`src/rtl/stepper_driver_pkg.sv`:
```
// Shared definitions for the paper-feed stepper driver and its monitor-side decoder.
// The half-step table lives here so driver and decoder can never disagree.
package stepper_pkg;

  typedef logic [2:0] step_t;

  typedef struct packed {
    logic a;
    logic b;
    logic na;
    logic nb;
  } phases_t;

  typedef enum logic [1:0] {
    ST_IDLE,
    ST_RUN,
    ST_FINISH
  } state_t;

  localparam int HALF_STEPS_PER_LINE = 4;

  // Half-step sequence: single and double phase energisation alternate.
  function automatic phases_t step_to_phases(step_t s);
    phases_t p;
    case (s)
      3'd0:    p = phases_t'(4'b1000);
      3'd1:    p = phases_t'(4'b1100);
      3'd2:    p = phases_t'(4'b0100);
      3'd3:    p = phases_t'(4'b0110);
      3'd4:    p = phases_t'(4'b0010);
      3'd5:    p = phases_t'(4'b0011);
      3'd6:    p = phases_t'(4'b0001);
      default: p = phases_t'(4'b1001);
    endcase
    return p;
  endfunction

endpackage

```
`src/rtl/stepper_driver_if.sv`:
```
// Command channel of the stepper driver: one line-move command per valid/ready handshake.
interface stepper_driver_if #(
  parameter int LINE_W   = 16,
  parameter int PERIOD_W = 24
);

  logic                cmd_valid;
  logic                cmd_ready;
  logic                cmd_reverse;
  logic [LINE_W-1:0]   cmd_lines;
  logic [PERIOD_W-1:0] step_period;

  modport master (
    output cmd_valid,
    output cmd_reverse,
    output cmd_lines,
    output step_period,
    input  cmd_ready
  );

  modport slave (
    input  cmd_valid,
    input  cmd_reverse,
    input  cmd_lines,
    input  step_period,
    output cmd_ready
  );

endinterface

```
`src/rtl/stepper_driver_encoder.sv`:
```
// Turns a step index into registered phase drives; de-energise forces all phases off.
import stepper_pkg::*;

module stepper_encoder (
  input  logic    clk,
  input  logic    reset,
  input  step_t   i_index,
  input  logic    i_deEnergise,
  output phases_t o_phases
);

  phases_t r_phases;

  // Register the table lookup so the phase pins change cleanly on a clock edge.
  always_ff @(posedge clk or negedge reset) begin
    if (!reset) begin
      r_phases <= '0;
    end else if (i_deEnergise) begin
      r_phases <= '0;
    end else begin
      r_phases <= step_to_phases(i_index);
    end
  end

  assign o_phases = r_phases;

endmodule

```
`src/rtl/stepper_driver.sv`:
```
// Paper-feed stepper driver: accepts line-move commands and walks the half-step
// sequence at a fixed period, four half-steps per dot line, with per-line ticks.
import stepper_pkg::*;

module stepper_driver #(
  parameter int LINE_W   = 16,
  parameter int PERIOD_W = 24
) (
  input  logic              clk,
  input  logic              reset,
  stepper_driver_if.slave   cmd,
  input  logic              energise,
  input  logic              abort,
  output logic              motor_phase_a,
  output logic              motor_phase_b,
  output logic              motor_phase_na,
  output logic              motor_phase_nb,
  output logic              busy,
  output logic              done,
  output logic              aborted,
  output logic              line_advance_tick,
  output logic              line_reverse_tick
);

  state_t              r_state, w_stateNext;
  step_t               r_index, w_indexNext;
  logic                r_reverse;
  logic [LINE_W-1:0]   r_lines;
  logic [PERIOD_W-1:0] r_period, r_timer, w_periodSafe;
  logic [1:0]          r_halfCnt;
  logic                w_accept, w_step, w_lineDone, w_deEnergise;
  logic                r_cmdReady, r_busy, r_done, r_aborted, r_tickAdv, r_tickRev;
  logic                w_readyNext, w_busyNext, w_doneNext, w_abortedNext;
  logic                w_tickAdvNext, w_tickRevNext;
  phases_t             w_phases;

  assign w_accept     = (r_state == ST_IDLE) && cmd.cmd_valid && r_cmdReady;
  assign w_periodSafe = (cmd.step_period == '0) ? PERIOD_W'(1) : cmd.step_period;
  assign w_step       = (r_state == ST_RUN) && !abort && (r_timer == PERIOD_W'(1));
  assign w_lineDone   = w_step && (r_halfCnt == 2'(HALF_STEPS_PER_LINE - 1));
  assign w_deEnergise = (w_stateNext == ST_IDLE) && !energise;

  // State register.
  always_ff @(posedge clk or negedge reset) begin
    if (!reset) begin
      r_state <= ST_IDLE;
    end else begin
      r_state <= w_stateNext;
    end
  end

  // Next state: abort beats a coincident step; the last line's final half-step ends the move.
  always_comb begin
    w_stateNext = r_state;
    case (r_state)
      ST_IDLE: begin
        if (w_accept) begin
          w_stateNext = (cmd.cmd_lines == '0) ? ST_FINISH : ST_RUN;
        end
      end
      ST_RUN: begin
        if (abort) begin
          w_stateNext = ST_IDLE;
        end else if (w_lineDone && (r_lines == LINE_W'(1))) begin
          w_stateNext = ST_FINISH;
        end
      end
      ST_FINISH: w_stateNext = ST_IDLE;
      default:   w_stateNext = ST_IDLE;
    endcase
  end

  // Step index moves one position per half-step, wrapping modulo 8 in either direction.
  always_comb begin
    w_indexNext = r_index;
    if (w_step) begin
      w_indexNext = r_reverse ? (r_index - step_t'(1)) : (r_index + step_t'(1));
    end
  end

  // Command latch, step timer and line bookkeeping; latched values isolate the move from input changes.
  always_ff @(posedge clk or negedge reset) begin
    if (!reset) begin
      r_index   <= '0;
      r_reverse <= 1'b0;
      r_lines   <= '0;
      r_period  <= '0;
      r_timer   <= '0;
      r_halfCnt <= '0;
    end else begin
      r_index <= w_indexNext;
      if (w_accept) begin
        r_reverse <= cmd.cmd_reverse;
        r_lines   <= cmd.cmd_lines;
        r_period  <= w_periodSafe;
        r_timer   <= w_periodSafe;
        r_halfCnt <= '0;
      end else if ((r_state == ST_RUN) && !abort) begin
        if (r_timer == PERIOD_W'(1)) begin
          r_timer   <= r_period;
          r_halfCnt <= r_halfCnt + 2'd1;
          if (w_lineDone) begin
            r_lines <= r_lines - LINE_W'(1);
          end
        end else begin
          r_timer <= r_timer - PERIOD_W'(1);
        end
      end
    end
  end

  // Next values of the status outputs, derived from where the FSM is heading.
  always_comb begin
    w_readyNext   = (w_stateNext == ST_IDLE);
    w_busyNext    = (w_stateNext == ST_RUN);
    w_doneNext    = (r_state == ST_FINISH);
    w_abortedNext = (r_state == ST_RUN) && abort;
    w_tickAdvNext = w_lineDone && !r_reverse;
    w_tickRevNext = w_lineDone && r_reverse;
  end

  // Status outputs are registered so they line up with the registered phase drives.
  always_ff @(posedge clk or negedge reset) begin
    if (!reset) begin
      r_cmdReady <= 1'b1;
      r_busy     <= 1'b0;
      r_done     <= 1'b0;
      r_aborted  <= 1'b0;
      r_tickAdv  <= 1'b0;
      r_tickRev  <= 1'b0;
    end else begin
      r_cmdReady <= w_readyNext;
      r_busy     <= w_busyNext;
      r_done     <= w_doneNext;
      r_aborted  <= w_abortedNext;
      r_tickAdv  <= w_tickAdvNext;
      r_tickRev  <= w_tickRevNext;
    end
  end

  stepper_encoder u_encoder (
    .clk          (clk),
    .reset        (reset),
    .i_index      (w_indexNext),
    .i_deEnergise (w_deEnergise),
    .o_phases     (w_phases)
  );

  assign cmd.cmd_ready     = r_cmdReady;
  assign busy              = r_busy;
  assign done              = r_done;
  assign aborted           = r_aborted;
  assign line_advance_tick = r_tickAdv;
  assign line_reverse_tick = r_tickRev;
  assign motor_phase_a     = w_phases.a;
  assign motor_phase_b     = w_phases.b;
  assign motor_phase_na    = w_phases.na;
  assign motor_phase_nb    = w_phases.nb;

endmodule

```
`src/flat_wrapper.sv`:
```
// flat-port wrapper written by rule: the top's interface ports become plain ports
module stepper_driver_flat 
#(
  parameter int LINE_W   = 16,
  parameter int PERIOD_W = 24
)
  (clk, reset, energise, abort, motor_phase_a, motor_phase_b, motor_phase_na, motor_phase_nb, busy, done, aborted, line_advance_tick, line_reverse_tick, cmd_cmd_valid, cmd_cmd_reverse, cmd_cmd_lines, cmd_step_period, cmd_cmd_ready);
  stepper_driver_if #(.LINE_W(LINE_W), .PERIOD_W(PERIOD_W)) cmd_i ();
  input  logic clk;
  input  logic reset;
  input  logic energise;
  input  logic abort;
  output logic motor_phase_a;
  output logic motor_phase_b;
  output logic motor_phase_na;
  output logic motor_phase_nb;
  output logic busy;
  output logic done;
  output logic aborted;
  output logic line_advance_tick;
  output logic line_reverse_tick;
  input wire logic [$bits(cmd_i.cmd_valid)-1:0] cmd_cmd_valid;
  input wire logic [$bits(cmd_i.cmd_reverse)-1:0] cmd_cmd_reverse;
  input wire logic [$bits(cmd_i.cmd_lines)-1:0] cmd_cmd_lines;
  input wire logic [$bits(cmd_i.step_period)-1:0] cmd_step_period;
  output wire logic [$bits(cmd_i.cmd_ready)-1:0] cmd_cmd_ready;
  assign cmd_i.cmd_valid = cmd_cmd_valid;
  assign cmd_i.cmd_reverse = cmd_cmd_reverse;
  assign cmd_i.cmd_lines = cmd_cmd_lines;
  assign cmd_i.step_period = cmd_step_period;
  assign cmd_cmd_ready = cmd_i.cmd_ready;
  stepper_driver #(.LINE_W(LINE_W), .PERIOD_W(PERIOD_W)) u_core (.clk(clk), .reset(reset), .cmd(cmd_i), .energise(energise), .abort(abort), .motor_phase_a(motor_phase_a), .motor_phase_b(motor_phase_b), .motor_phase_na(motor_phase_na), .motor_phase_nb(motor_phase_nb), .busy(busy), .done(done), .aborted(aborted), .line_advance_tick(line_advance_tick), .line_reverse_tick(line_reverse_tick));
endmodule
```
`config.mk`:
```
export PLATFORM = sky130hd
export DESIGN_NAME = stepper_driver_flat
export DESIGN_NICKNAME = d
export VERILOG_FILES = /design/src/rtl/stepper_driver_pkg.sv /design/src/rtl/stepper_driver_if.sv /design/src/rtl/stepper_driver_encoder.sv /design/src/rtl/stepper_driver.sv /design/src/flat_wrapper.sv
export SDC_FILE = /design/constraint.sdc
export NUM_CORES = 1
export LEC_CHECK = 0
export ABC_AREA = 1
export CORE_MARGIN = 2
export CORE_UTILIZATION = 55
export DETAILED_ROUTE_END_ITERATION = 12
export GPL_TIMING_DRIVEN = 0
export HOLD_SLACK_MARGIN = 0.06
export PLACE_DENSITY = 0.81
export SYNTH_ARGS = -nofsm -noshare
export SYNTH_HDL_FRONTEND = slang
export SYNTH_SLANG_ARGS = --single-unit
```
`constraint.sdc`:
```
create_clock -name clk -period 2.4 [get_ports clk]
set_clock_uncertainty 0.2 [all_clocks]
set_input_delay 0.36 -clock clk [delete_from_list [all_inputs] [get_ports clk]]
set_output_delay 0.36 -clock clk [all_outputs]
set_load 0.03 [all_outputs]
```
==> results.cfg <==
[placed_design]
place_congestion = 0.998
place_hpwl_um = 9330
dp.cells = 807
numPortBuffers = 55
post-place-ws_ps = -181

[synthesis]
synth-adder-area-share = 0.0172
synth_ff_type = dfrtp_1
synth.largest_area_cell = dfrtp_1
syn-mean-instance-area_um2 = 7.45
synth_compound_area_frac = 0.121
ys_seq_area_frac = 0.429
synth-xor-area-share = 0.0384
synth_top_family_by_area = simple AND/OR/NAND/NOR gates
synth-seq-cells = 82
syn_nets = 695
synth_area_mm2 = 0.00479
synth_edf_count = 0
yosysWarningCount = 0
yosysTopAreaCellShare = 0.423
yosys-top-cells-area = dfrtp_1 (42%), nand2_1 (13%), nor2_1 (7.1%), o21ai_0 (6.5%), inv_1 (5.2%)
yosys.area_share.simple = 0.320
yosysUniqueCellTypes = 35
async_reset_ff_frac = 1.00
synth.area.mux_share = 0
syn_inst = 643

[outcome]
status = finished clean

[setup_path]
slowest_delay_ps = 420
critPathTopFamily = simple AND/OR/NAND/NOR gates
r2r_cells = 9
cp-startpoint = u_core.r_timer[5]$_DFFE_PN0P_
end_kind = flip-flop
start_kind = flip-flop
cp_max_fo = 10
r2r_start = u_core.r_timer[5]$_DFFE_PN0P_
critPathKind = reg2reg
crit_chain = nor2_1 -> nand2_1 -> nor2_1 -> nand3_1 -> nand2_2 -> buf_4 -> o21ai_0 -> a21oi_1 -> nor2_1
worst-path-buf-inv = 1
crit_path_frequent_cell = nor2_1
cp_slowest_cell = dfrtp_1
reg2reg_slack_ps = 250
critPathRequiredTime_ps = 2450
cp.arrival_ps = 2200
r2r-end = u_core.r_timer[22]$_DFFE_PN0P_

[global_routing]
grt_overflow = 0
grt_antenna_before_repair = 0
grt_usage = 0.286
grt_pass1_wl_um = 21900
grt_pass1_vias = 4559
grt_max_degree = 47

[detailed_routing]
wl_per_cell_um = 15.6
drtIter0Drc = 333
ant_nets = 0
wirelength_um = 12900
drc = 0
vias = 4640
firstDrtPassIters = 5
via_per_inst = 5.63

[cells_and_area]
nets = 763
final_layout_size_suffix_gt1_frac = 0.101
final_core_util = 0.669
antenna_cells = 0
area_growth_pct = 20.1
final_cells = 824

[floorplanning]
start_util = 0.558
die_x_um = 97.3
die_area_mm2 = 0.00947
core-area_mm2 = 0.00859
rows = 34
dieHeight_um = 97.3
io_pins = 56

[timing]
fin_crit_sh = 0.894
relSlewSlack = 0.613
fmax_ghz = 0.466
rsz0062_at_grt = false
maxSlewViolCount = 0
fin_crit_ps = 2150
finalHoldViolations = 0
setup_viol = 0
hold_slack_ps = 252
tightest_slew_ps = 581
fin_ws_ps = 254

[clock_tree]
cts_buffers = 9
post-cts-setup-buffers = 0
cts_tree = done
cts_max_level = 3
root_buffer = clkbuf_8
clk_latency_ps = 370
cts.path.max_buffers = 2
cts.sinks = 82
cts.clk_slew.worst_paths_ps = 80

[worst_hold_path]
hold_depth = 1
hold_class = reg2reg
min-delay-start = u_core.r_state[0]$_DFF_PN0_
hold_end = u_core.done$_DFF_PN0_

[job]
drv_cap = 0

[pwr]
powerDensity_mw_per_mm2 = 1090
p_leak_nw = 2.70
vdd_drop_max_mv = 0.470
[power by group]
group / internal (mW) / switching, mW / leakage [nW]
Clock: 0.687 / 0.533 / 0.120
Combinational: 0.958 / 1.69 / 1.59
Sequential: 1.94 / 0.446 / 0.995
Total: 3.58 / 2.67 / 2.70
[worst max path at each step]
stage | end | slack (ps) | depth (start not counted)
2_1_floorplan | u_core.r_lines[11]$_DFFE_PN0P_ | 500 | 6
3_3_place_gp | u_core.r_period[18]$_DFFE_PN0P_ | -2170 | 1
3_5_place_dp | u_core.r_timer[16]$_DFFE_PN0P_ | -180 | 6
4_1_cts | u_core.r_lines[11]$_DFFE_PN0P_ | 140 | 6
5_1_grt | u_core.r_timer[17]$_DFFE_PN0P_ | 50 | 9
6_report | u_core.r_timer[22]$_DFFE_PN0P_ | 250 | 9
[worst register-to-register path: stages (launching register included)]
cell and delay (ps):
dfrtp_1 420, nor2_1 130, nand2_1 200, nor2_1 230, nand3_1 130, nand2_2 160, buf_4 220, o21ai_0 100
a21oi_1 170, nor2_1 60
[area by class of cell]
type / count / area, um2
multi-input cells: 473 / 2390
clock buffers: 10 / 128
fillers: 717 / 2840
flip-flops and latches: 82 / 2050
repair buffers: 57 / 586
inverters: 71 / 267
clock inverters: 6 / 105
plain buffers: 17 / 93.8
well taps: 108 / 135
[registers in the layout, summed over array words and instances (netlist names)]
name / cells
u_core.line_advance_tick: 1
u_core.aborted: 1
u_core.r_lines: 16
u_core.u_encoder.o_phases: 4
u_core.r_halfCnt: 2
u_core.busy: 1
u_core.cmd.cmd_ready: 1
u_core.r_timer: 24
u_core.line_reverse_tick: 1
u_core.r_period: 24
u_core.r_reverse: 1
u_core.r_state: 2
u_core.r_index: 3
u_core.done: 1
[Yosys cell counts, types with 7 or more instances]
cell type,count
nand2_1,166
xnor2_1,7
nand4_1,11
nand3_1,35
nand2_2,8
nor2_2,10
a21oi_1,13
xor2_1,14
a31oi_1,13
inv_1,67
o21ai_0,62
o211ai_1,8
dfrtp_1,81
nor2_1,91
buf_2,9
nor3_1,7
[routing by layer]
layer / share of wire / global-route usage / vias to the layer above
li1: - / - / 2216
met3: 0.062 / 0.0396 / 33
met2: 0.49 / 0.478 / 205
met1: 0.42 / 0.376 / 2186
met4: 0.028 / 0.121 / 0
met5: 0 / 0 / -
[timing repair]
action,in CTS,in global routing
setup endpoints to repair,0,13
hold buffers,1,0
resized for setup,0,6
hold endpoints to repair,36,0
[through the flow]
stage               power [mW]  setup TNS, ps  area, um2
CTS                       6.22              0       5740
detailed placement        4.99          -3720       5500
finish                    6.25              0       5750
floorplan                 4.19              0       4790
global placement          4.88        -180890       5480
global route              6.72              0       5750
[cell families after synthesis]
group	after synthesis
AOI/OAI and AO/OA	103
xor gates and xnor gates	21
adders and majority gates	6
buffers and inverters	88
DFF	82
and+or+nand+nor	343
[cells in the final DEF, fill, tap and decap left out, types with 7 or more instances in the layout]
| master | instances |
|---|---|
| clkdlybuf4s50_1 | 54 |
| nand4_1 | 11 |
| nand2_1 | 165 |
| clkbuf_8 | 9 |
| dfrtp_1 | 81 |
| a31oi_1 | 13 |
| xnor2_1 | 7 |
| buf_2 | 9 |
| o211ai_1 | 8 |
| inv_1 | 67 |
| a21oi_1 | 13 |
| nor2_1 | 90 |
| o21ai_0 | 62 |
| nor3_1 | 7 |
| nand2_2 | 9 |
| nor2_2 | 11 |
| xor2_1 | 14 |
| nand3_1 | 35 |
(Power assumes the default switching activity.)
